**src/rtl/math_pkg.sv**
```systemverilog
// math_pkg
//   Shared definitions for the math sequencer: math unit opcodes, macro
//   codes carried in the header byte, the error response byte, the FSM
//   state encoding and a helper that turns the header count field into a
//   clamped byte count.
package math_pkg;

  // Math unit opcodes (00-0D). The sequencer itself only generates NOP,
  // SWAP, CLR, ORB, SHL and SHR; the rest can be issued through PASS.
  localparam logic [7:0] OP_NOP  = 8'h00;  // no operation
  localparam logic [7:0] OP_SWAP = 8'h01;  // toggle accumulator select
  localparam logic [7:0] OP_CLR  = 8'h02;  // clear selected accumulator
  localparam logic [7:0] OP_SET  = 8'h03;
  localparam logic [7:0] OP_ORB  = 8'h04;  // OR operand into low byte
  localparam logic [7:0] OP_ADD  = 8'h05;
  localparam logic [7:0] OP_SUB  = 8'h06;
  localparam logic [7:0] OP_AND  = 8'h07;
  localparam logic [7:0] OP_XOR  = 8'h08;
  localparam logic [7:0] OP_NOT  = 8'h09;
  localparam logic [7:0] OP_SHL  = 8'h0A;  // shift left by operand bits
  localparam logic [7:0] OP_ROL  = 8'h0B;
  localparam logic [7:0] OP_SHR  = 8'h0C;  // shift right by operand bits
  localparam logic [7:0] OP_ROR  = 8'h0D;

  // Operand used with SHL/SHR to move the accumulator by one byte.
  localparam logic [7:0] SHIFT_BYTE = 8'h08;

  // Macro codes from header bits [7:4]; every other code is an error.
  localparam logic [3:0] MAC_PASS  = 4'h0;
  localparam logic [3:0] MAC_LOAD0 = 4'h1;
  localparam logic [3:0] MAC_READ0 = 4'h2;

  // Response byte emitted for an unknown macro code.
  localparam logic [7:0] ERR_BYTE = 8'hEE;

  typedef enum logic [3:0] {
    IDLE,
    PASS_OP,
    PASS_DATA,
    LD_CLR,
    LD_WAIT,
    LD_SHIFT,
    LD_BYTE,
    RD_SEL,
    RD_SETTLE,
    RD_CAP,
    RD_WAIT,
    RD_SHIFT,
    ERR
  } state_t;

  // Header count field holds N-1; N is limited to the accumulator width.
  function automatic logic [4:0] clamp_count(input logic [3:0] field,
                                             input logic [4:0] max_bytes);
    logic [4:0] n;
    n = {1'b0, field} + 5'd1;
    if (n > max_bytes) begin
      n = max_bytes;
    end
    return n;
  endfunction

endpackage

```
**src/rtl/math_sequencer.sv**
```systemverilog
// math_sequencer
//   Turns a byte-oriented command stream into single-cycle opcode/operand
//   pulses for an attached math unit, and streams accumulator bytes back.
//   Macros: PASS (raw op+operand), LOAD0 (load accumulator 0 MSB first),
//   READ0 (destructive read of accumulator 0, LSB first). Unknown macros
//   answer with a single 8'hEE byte.
//
// Parameters
//   BITS        accumulator width of the math unit (multiple of 8, <= 128)
// Ports
//   clk         clock
//   rst_n       asynchronous active-low reset
//   cmd_valid   command byte valid
//   cmd_ready   command byte accepted this cycle when cmd_valid=1
//   cmd_data    command byte
//   rsp_valid   response byte valid (held until rsp_ready)
//   rsp_ready   response byte accepted when rsp_valid=1
//   rsp_data    response byte
//   math_op     registered opcode to the math unit (00 when idle)
//   math_data   registered operand to the math unit (00 when idle)
//   math_result low byte of the selected accumulator
module math_sequencer #(
  parameter int BITS = 128
) (
  input  logic       clk,
  input  logic       rst_n,
  input  logic       cmd_valid,
  output logic       cmd_ready,
  input  logic [7:0] cmd_data,
  output logic       rsp_valid,
  input  logic       rsp_ready,
  output logic [7:0] rsp_data,
  output logic [7:0] math_op,
  output logic [7:0] math_data,
  input  logic [7:0] math_result
);

  import math_pkg::*;

  localparam logic [4:0] MAX_BYTES = 5'(BITS / 8);

  state_t     state_q, state_d;
  logic [4:0] cnt_q, cnt_d;
  logic       shadow_q, shadow_d;
  logic [7:0] op_hold_q, op_hold_d;
  logic [7:0] byte_hold_q, byte_hold_d;
  logic [7:0] math_op_q, math_op_d;
  logic [7:0] math_data_q, math_data_d;
  logic       rsp_valid_q, rsp_valid_d;
  logic [7:0] rsp_data_q, rsp_data_d;
  logic       ready_en_q;
  logic       accept;
  logic [4:0] cnt_dec;

  // ready_en_q holds cmd_ready low until the first edge after reset
  // releases, so nothing is accepted while the FSM is still settling.
  assign cmd_ready = ready_en_q &&
                     ((state_q == IDLE)      || (state_q == PASS_OP) ||
                      (state_q == PASS_DATA) || (state_q == LD_WAIT));
  assign accept    = cmd_valid && cmd_ready;

  // Saturating decrement: the counter never wraps below zero.
  assign cnt_dec   = (cnt_q == 5'd0) ? 5'd0 : (cnt_q - 5'd1);

  assign math_op   = math_op_q;
  assign math_data = math_data_q;
  assign rsp_valid = rsp_valid_q;
  assign rsp_data  = rsp_data_q;

  // State and output registers. Everything returns to its idle value the
  // moment rst_n falls; an interrupted macro is simply dropped.
  always_ff @(posedge clk or negedge rst_n) begin
    if (!rst_n) begin
      state_q     <= IDLE;
      cnt_q       <= 5'd0;
      shadow_q    <= 1'b0;
      op_hold_q   <= 8'h00;
      byte_hold_q <= 8'h00;
      math_op_q   <= OP_NOP;
      math_data_q <= 8'h00;
      rsp_valid_q <= 1'b0;
      rsp_data_q  <= 8'h00;
      ready_en_q  <= 1'b0;
    end else begin
      state_q     <= state_d;
      cnt_q       <= cnt_d;
      shadow_q    <= shadow_d;
      op_hold_q   <= op_hold_d;
      byte_hold_q <= byte_hold_d;
      math_op_q   <= math_op_d;
      math_data_q <= math_data_d;
      rsp_valid_q <= rsp_valid_d;
      rsp_data_q  <= rsp_data_d;
      ready_en_q  <= 1'b1;
    end
  end

  // Next-state and issue logic. math_op_d defaults to NOP so any issued
  // op is visible for exactly one cycle; waiting on cmd_valid or
  // rsp_ready just produces NOP cycles without losing or repeating ops.
  always_comb begin
    state_d     = state_q;
    cnt_d       = cnt_q;
    shadow_d    = shadow_q;
    op_hold_d   = op_hold_q;
    byte_hold_d = byte_hold_q;
    math_op_d   = OP_NOP;
    math_data_d = 8'h00;
    rsp_valid_d = rsp_valid_q;
    rsp_data_d  = rsp_data_q;

    case (state_q)
      IDLE: begin
        if (accept) begin
          case (cmd_data[7:4])
            MAC_PASS: begin
              state_d = PASS_OP;
            end
            MAC_LOAD0: begin
              cnt_d   = clamp_count(cmd_data[3:0], MAX_BYTES);
              state_d = LD_CLR;
            end
            MAC_READ0: begin
              cnt_d   = clamp_count(cmd_data[3:0], MAX_BYTES);
              // Accumulator 0 must be selected before reading it.
              state_d = shadow_q ? RD_SEL : RD_SETTLE;
            end
            default: begin
              rsp_valid_d = 1'b1;
              rsp_data_d  = ERR_BYTE;
              state_d     = ERR;
            end
          endcase
        end
      end

      PASS_OP: begin
        if (accept) begin
          op_hold_d = cmd_data;
          state_d   = PASS_DATA;
        end
      end

      PASS_DATA: begin
        if (accept) begin
          math_op_d   = op_hold_q;
          math_data_d = cmd_data;
          // Track the unit's accumulator select even for raw ops.
          if (op_hold_q == OP_SWAP) begin
            shadow_d = ~shadow_q;
          end
          state_d = IDLE;
        end
      end

      LD_CLR: begin
        math_op_d = OP_CLR;
        state_d   = LD_WAIT;
      end

      LD_WAIT: begin
        if (accept) begin
          byte_hold_d = cmd_data;
          state_d     = LD_SHIFT;
        end
      end

      LD_SHIFT: begin
        math_op_d   = OP_SHL;
        math_data_d = SHIFT_BYTE;
        state_d     = LD_BYTE;
      end

      LD_BYTE: begin
        math_op_d   = OP_ORB;
        math_data_d = byte_hold_q;
        cnt_d       = cnt_dec;
        state_d     = (cnt_dec == 5'd0) ? IDLE : LD_WAIT;
      end

      RD_SEL: begin
        math_op_d = OP_SWAP;
        shadow_d  = ~shadow_q;
        state_d   = RD_SETTLE;
      end

      RD_SETTLE: begin
        // Capture only after a full NOP cycle so the last op has landed.
        if (math_op_q == OP_NOP) begin
          state_d = RD_CAP;
        end
      end

      RD_CAP: begin
        rsp_data_d  = math_result;
        rsp_valid_d = 1'b1;
        state_d     = RD_WAIT;
      end

      RD_WAIT: begin
        if (rsp_ready) begin
          rsp_valid_d = 1'b0;
          math_op_d   = OP_SHR;
          math_data_d = SHIFT_BYTE;
          cnt_d       = cnt_dec;
          state_d     = (cnt_dec == 5'd0) ? IDLE : RD_SHIFT;
        end
      end

      RD_SHIFT: begin
        state_d = RD_SETTLE;
      end

      ERR: begin
        if (rsp_ready) begin
          rsp_valid_d = 1'b0;
          state_d     = IDLE;
        end
      end

      default: begin
        state_d = IDLE;
      end
    endcase
  end

endmodule

```
**config.mk**
```make
export PLATFORM = sky130hd
export DESIGN_NAME = math_sequencer
export DESIGN_NICKNAME = d
export VERILOG_FILES = /design/src/rtl/math_pkg.sv /design/src/rtl/math_sequencer.sv
export SDC_FILE = /design/constraint.sdc
export NUM_CORES = 1
export LEC_CHECK = 0
export CAP_MARGIN = 40
export CORE_UTILIZATION = 35
export DETAILED_ROUTE_END_ITERATION = 8
export MAX_ROUTING_LAYER = met4
export PLACE_DENSITY = 0.67
export SYNTH_ARGS = -nofsm -noshare
export SYNTH_HDL_FRONTEND = slang
export SYNTH_SLANG_ARGS = --single-unit
```
**constraint.sdc**
```tcl
create_clock -name clk -period 2.5 [get_ports clk]
set_input_delay 0.5 -clock clk [delete_from_list [all_inputs] [get_ports clk]]
set_output_delay 0.5 -clock clk [all_outputs]
set_load 0.1 [all_outputs]
```
# Yosys cells after proc, flatten, opt, wreduce, memory -nomap -nowiden
# Index checks and enable logic that the tools add are counted.
# op_classes
reduce_logical,25
muxes,34
n_lt_le_gt_ge,1
eq_ne,26
n_bitwise,1
n_addsub,2
# ops
operator,count
$pmux 4 s12,1
$pmux 8 s6,1
$mux 4,11
$mux 8,4
$pmux 8 s4,1
$mux 5,5
$eq 4x4->1 const B,5
$ne 2x2->1 const B,9
$eq 4x3->1 const B,4
$pmux 8 s2,1
$pmux 5 s3,1
$eq 4x2->1 const B,3
$pmux 4 s3,1
$logic_not 5->1,2
$eq 4x1->1 const B,2
$eq 8x1->1 const B,1
$logic_not 4->1,2
$logic_not 8->1,1
$reduce_and 4->1,2
$reduce_and 7->1,1
$reduce_and 3->1,2
$reduce_bool 3->1,2
$reduce_or 2->1,3
$add 4x1->5 const B,1
13 further kinds,23
# totals
word_cells,99
in_bits,20
out_inout_bits,26
reg_bits,52

# Logic depth before layout (Yosys ltp)
# logic_depth
ltp_word,8
mapped_depth,6
ltp_nobuf,6

# Worst setup path before layout
# Ideal clock, no wire load.
# synth_path
path_kind,register to output
start,reg state_q[2]
end,out cmd_ready
arrival_ps,3143
setup_slack_ps,-1143
t_required_ps,2000
path_stages_with_launch,6
n_path_buf,2
path_cell_list,dfrtp_1 > buf_2 > buf_1 > nor2_1 > a21oi_1 > nor3b_1
# synth_via
elab_chain_cells,5
word_cells_on_any_way,8
classes_between,eq/ne: 3; reduce/logical: 5
# synth_lines
element,line_no,source
from (decl),math_sequencer.sv:42,"state_t state_q, state_d;"
from (signal assigned),math_sequencer.sv:85,state_q <= state_d;
$eq 4x1->1 or $logic_not 4->1 (tied branches),math_sequencer.sv:58,((state_q == IDLE) || (state_q == PASS_OP) ||
$logic_or 1x1->1 (2 in a row),math_sequencer.sv:58,
$logic_or 1x1->1 *,math_sequencer.sv:59,(state_q == PASS_DATA) || (state_q == LD_WAIT));
$logic_and 1x1->1 *,math_sequencer.sv:57,assign cmd_ready = ready_en_q &&
to (decl),math_sequencer.sv:28,"output logic cmd_ready,"
# Every way passes the cells marked *; elsewhere a longest branch is shown, timed or not.

# Worst setup path in the final report
# Same ends and word-level chain as after synthesis.

==> impl_metrics.py <==
metrics = {
    "clock_network": {
        "post-cts-setup-buffer-count": 0,
        "cts_buffers": 5,
        "htree_levels": 2,
        "cts.reportedPaths.clkPinSlew_ps": 100,
        "holdBufCountCts": 0,
        "clock-root-buffer": "clkbuf_8",
        "cts_tree": "done",
        "clk-insertion-delay-late_ps": 310,
        "clock-sinks": 52,
        "cts_resized": 0,
        "clockBufferDepth": 2,
    },
    "yosys": {
        "syn-cell-area_um2": 2570,
        "syn-num-nets": 261,
        "syn_area_per_cell_um2": 10.7,
        "synth.yosys.warnings": 0,
        "synth.area.top_cells": "dfrtp_1, mux2_1, a22o_1, o22a_1, a21oi_1",
        "netlist_instances": 239,
        "synth-seq-cells": 52,
        "yosys_most_used_dff": "dfrtp_1",
        "synthDominantCellAreaShare": 0.507,
        "synth_edf_count": 0,
        "ys_seq_area_frac": 0.507,
        "yosys.area.top_type": "dfrtp_1",
        "synthArstFlopShare": 1.00,
        "ys_types": 55,
    },
    "power_and_ir_drop": {
        "leakage_nw": 1.41,
        "cellPowerDensity_nw_per_um2": 1120,
        "ir_drop_mv": 0.303,
        "p_total_mw": 3.57,
    },
    "sta": {
        "max_freq_mhz": 431,
        "hold_viol": 0,
        "skew_ps": 8.85,
        "slew_viol_final": 0,
        "whs_ps": 291,
        "fin_tns_setup_ps": 0,
        "relSlewSlack": 0.564,
        "finalWorstPathRequiredPeriod_ps": 2320,
        "setup_viol": 0,
        "setup_slack_ps": 180,
        "grt_setup_unrepaired": "false",
        "finalCritPeriodShare": 0.928,
        "tightest_slew_ps": 654,
    },
    "critical_path": {
        "worstSetupStartpointType": "flop",
        "end_kind": "output port",
        "rr_worst_depth": 6,
        "r2r_end": "state_q[2]",
        "worstPathRequired_ps": 2000,
        "crit_fanout": 18,
        "reg2reg_from": "cnt_q[0]",
        "regToRegSetupSlack_ps": 460,
        "crit_arrival_ps": 1820,
        "critical_path_class": "flop to output port",
    },
    "die": {
        "dieHeight_um": 87.7,
        "io_pins": 46,
        "die_area_um2": 7690,
        "start_util": 0.370,
        "rows": 30,
        "die_w_um": 87.7,
        "design.core.area_um2": 6940,
    },
    "layout": {
        "syn_to_final_growth_pct": 23.8,
        "layout-drive-gt1-share": 0.160,
        "fin_nets": 308,
        "diodes": 0,
    },
    "route": {
        "ant_nets": 0,
        "wl_um": 5950,
        "drt_first_pass_iters": 4,
        "via_count": 2043,
        "wl_per_cell_um": 15.5,
        "viasPerCell": 5.33,
        "drtIter0Drc": 192,
        "drc_errors": 0,
    },
    "placed_design": {
        "portBuffers": 45,
        "place.gp.congestion": 0.844,
        "hpwl_um": 4300,
        "place_ws_ps": 234,
    },
    "global_route": {
        "grt_max_degree": 53,
        "track_usage": 0.173,
        "grt_pass1_vias": 2042,
        "globalRouteOverflowTotal": 0,
        "antenna_found_initial": 0,
        "grt_pass1_wl_um": 9930,
    },
    "flow_run": {
        "max_cap_viol_count": 0,
    },
    "hold_path": {
        "hold_path.class": "primary input to asynchronous set/reset pin",
    },
    "outcome": {
        "status": "finished, final reports clean",
    },
}
==> critical path, stage by stage, from the launching register on <==
cell and delay (ps):
dfrtp_1 740, nand2_1 220, a21oi_1 300, nor3b_4 80, buf_12 170
==> final cells by class <==
type,instances,area [um^2]
clock buffers,5,68.8
clock inverters,3,22.5
fillers,663,3760
inverters,7,26.3
multi-input cells,168,1200
flip-flops and latches,52,1300
well taps,96,120
repair buffers,52,445
==> logic make-up (layout without fill, tap and decap cells) <==
family | after synthesis | after routing | synth area share
flip-flops | 52 | 52 | 0.507
other | 1 | 1 | 0.00146
AND/OR/NAND/NOR | 73 | 73 | 0.155
AO/OA/AOI/OAI | 70 | 70 | 0.204
buffers and inverters | 19 | 67 | 0.0321
XOR/XNOR | 4 | 4 | 0.0136
multiplexers | 18 | 18 | 0.0770
adder cells (fa/ha/maj) | 2 | 2 | 0.00974
==> worst max-delay path by stage <==
stage	from	to	slack, ps
3_3_place_gp	cmd_data[5]	rsp_data[1]	300
2_1_floorplan	state_q[2]	cmd_ready	190
4_1_cts	state_q[2]	cmd_ready	190
6_report	state_q[2]	cmd_ready	180
3_5_place_dp	cmd_valid	cnt_q[3]	230
5_1_grt	state_q[2]	cmd_ready	100
==> registers in the layout, indices dropped and copies added, names as in the netlist <==
name and flops:
cnt_q 5, rsp_valid 1, op_hold_q 8, math_op 8, ready_en_q 1, byte_hold_q 8, shadow_q 1, math_data 8
rsp_data 8, state_q 4
==> through the flow <==
stage                     area, um^2   util  instances
after floorplan                 2580      -        239
after global placement          3090  0.445        375
after detailed placement        3090  0.445        375
after CTS                       3180  0.458        383
after global routing            3180  0.458        383
final                           3180  0.458        383
==> layer usage <==
metal / vias to the layer above / track usage / share of wire
met3: 7 / 0.0320 / 0.047
met2: 58 / 0.278 / 0.50
met1: 1004 / 0.224 / 0.44
met4: 0 / 0.0492 / 0.014
met5: - / - / 0
li1: 974 / - / -
==> cell usage after synthesis, drive strengths merged (4+ instances only) <==
library cell / instances
mux2i: 4
nand2: 12
buf: 6
nor2b: 9
a22o: 9
nand2b: 6
nand3: 9
and2: 6
a21oi: 12
o21ai: 13
mux2: 14
nor2: 12
dfrtp: 52
nor3: 6
clkbuf: 6
inv: 7
o22a: 7
==> placed cells by master, fill, tap and decap left out, drive strengths merged, types with 2 or more instances in the layout <==
master | Yosys | layout
a22o | 9 | 9
or4 | 2 | 2
o21ai | 13 | 13
o22a | 7 | 7
nor2 | 12 | 12
o31ai | 2 | 2
ha | 2 | 2
nor3 | 6 | 6
a32oi | 2 | 2
a21boi | 2 | 2
inv | 7 | 8
nor4bb | 2 | 2
nand3b | 2 | 2
buf | 6 | 34
a22oi | 2 | 2
o2bb2ai | 2 | 2
nand2 | 12 | 12
nor2b | 9 | 9
clkinv | 0 | 2
nand4 | 2 | 2
xnor2 | 2 | 2
mux2 | 14 | 14
a311oi | 2 | 2
mux2i | 4 | 4
a2111o | 2 | 2
and2 | 6 | 6
dfrtp | 52 | 52
o21a | 2 | 2
clkbuf | 6 | 5
clkdlybuf4s50 | 0 | 18
nand3 | 9 | 9
a2111oi | 2 | 2
xor2 | 2 | 2
a21oi | 12 | 12
a211o | 2 | 2
nand2b | 6 | 6
==> power by group <==
group	internal [mW]	total (mW)	switching, mW	leakage [nW]
Clock	0.201	0.496	0.294	0.0485
Combinational	0.609	1.70	1.09	0.713
Sequential	1.09	1.37	0.280	0.649
Total	1.91	3.57	1.66	1.41
No activity file was read; power rests on OpenSTA's default activity.
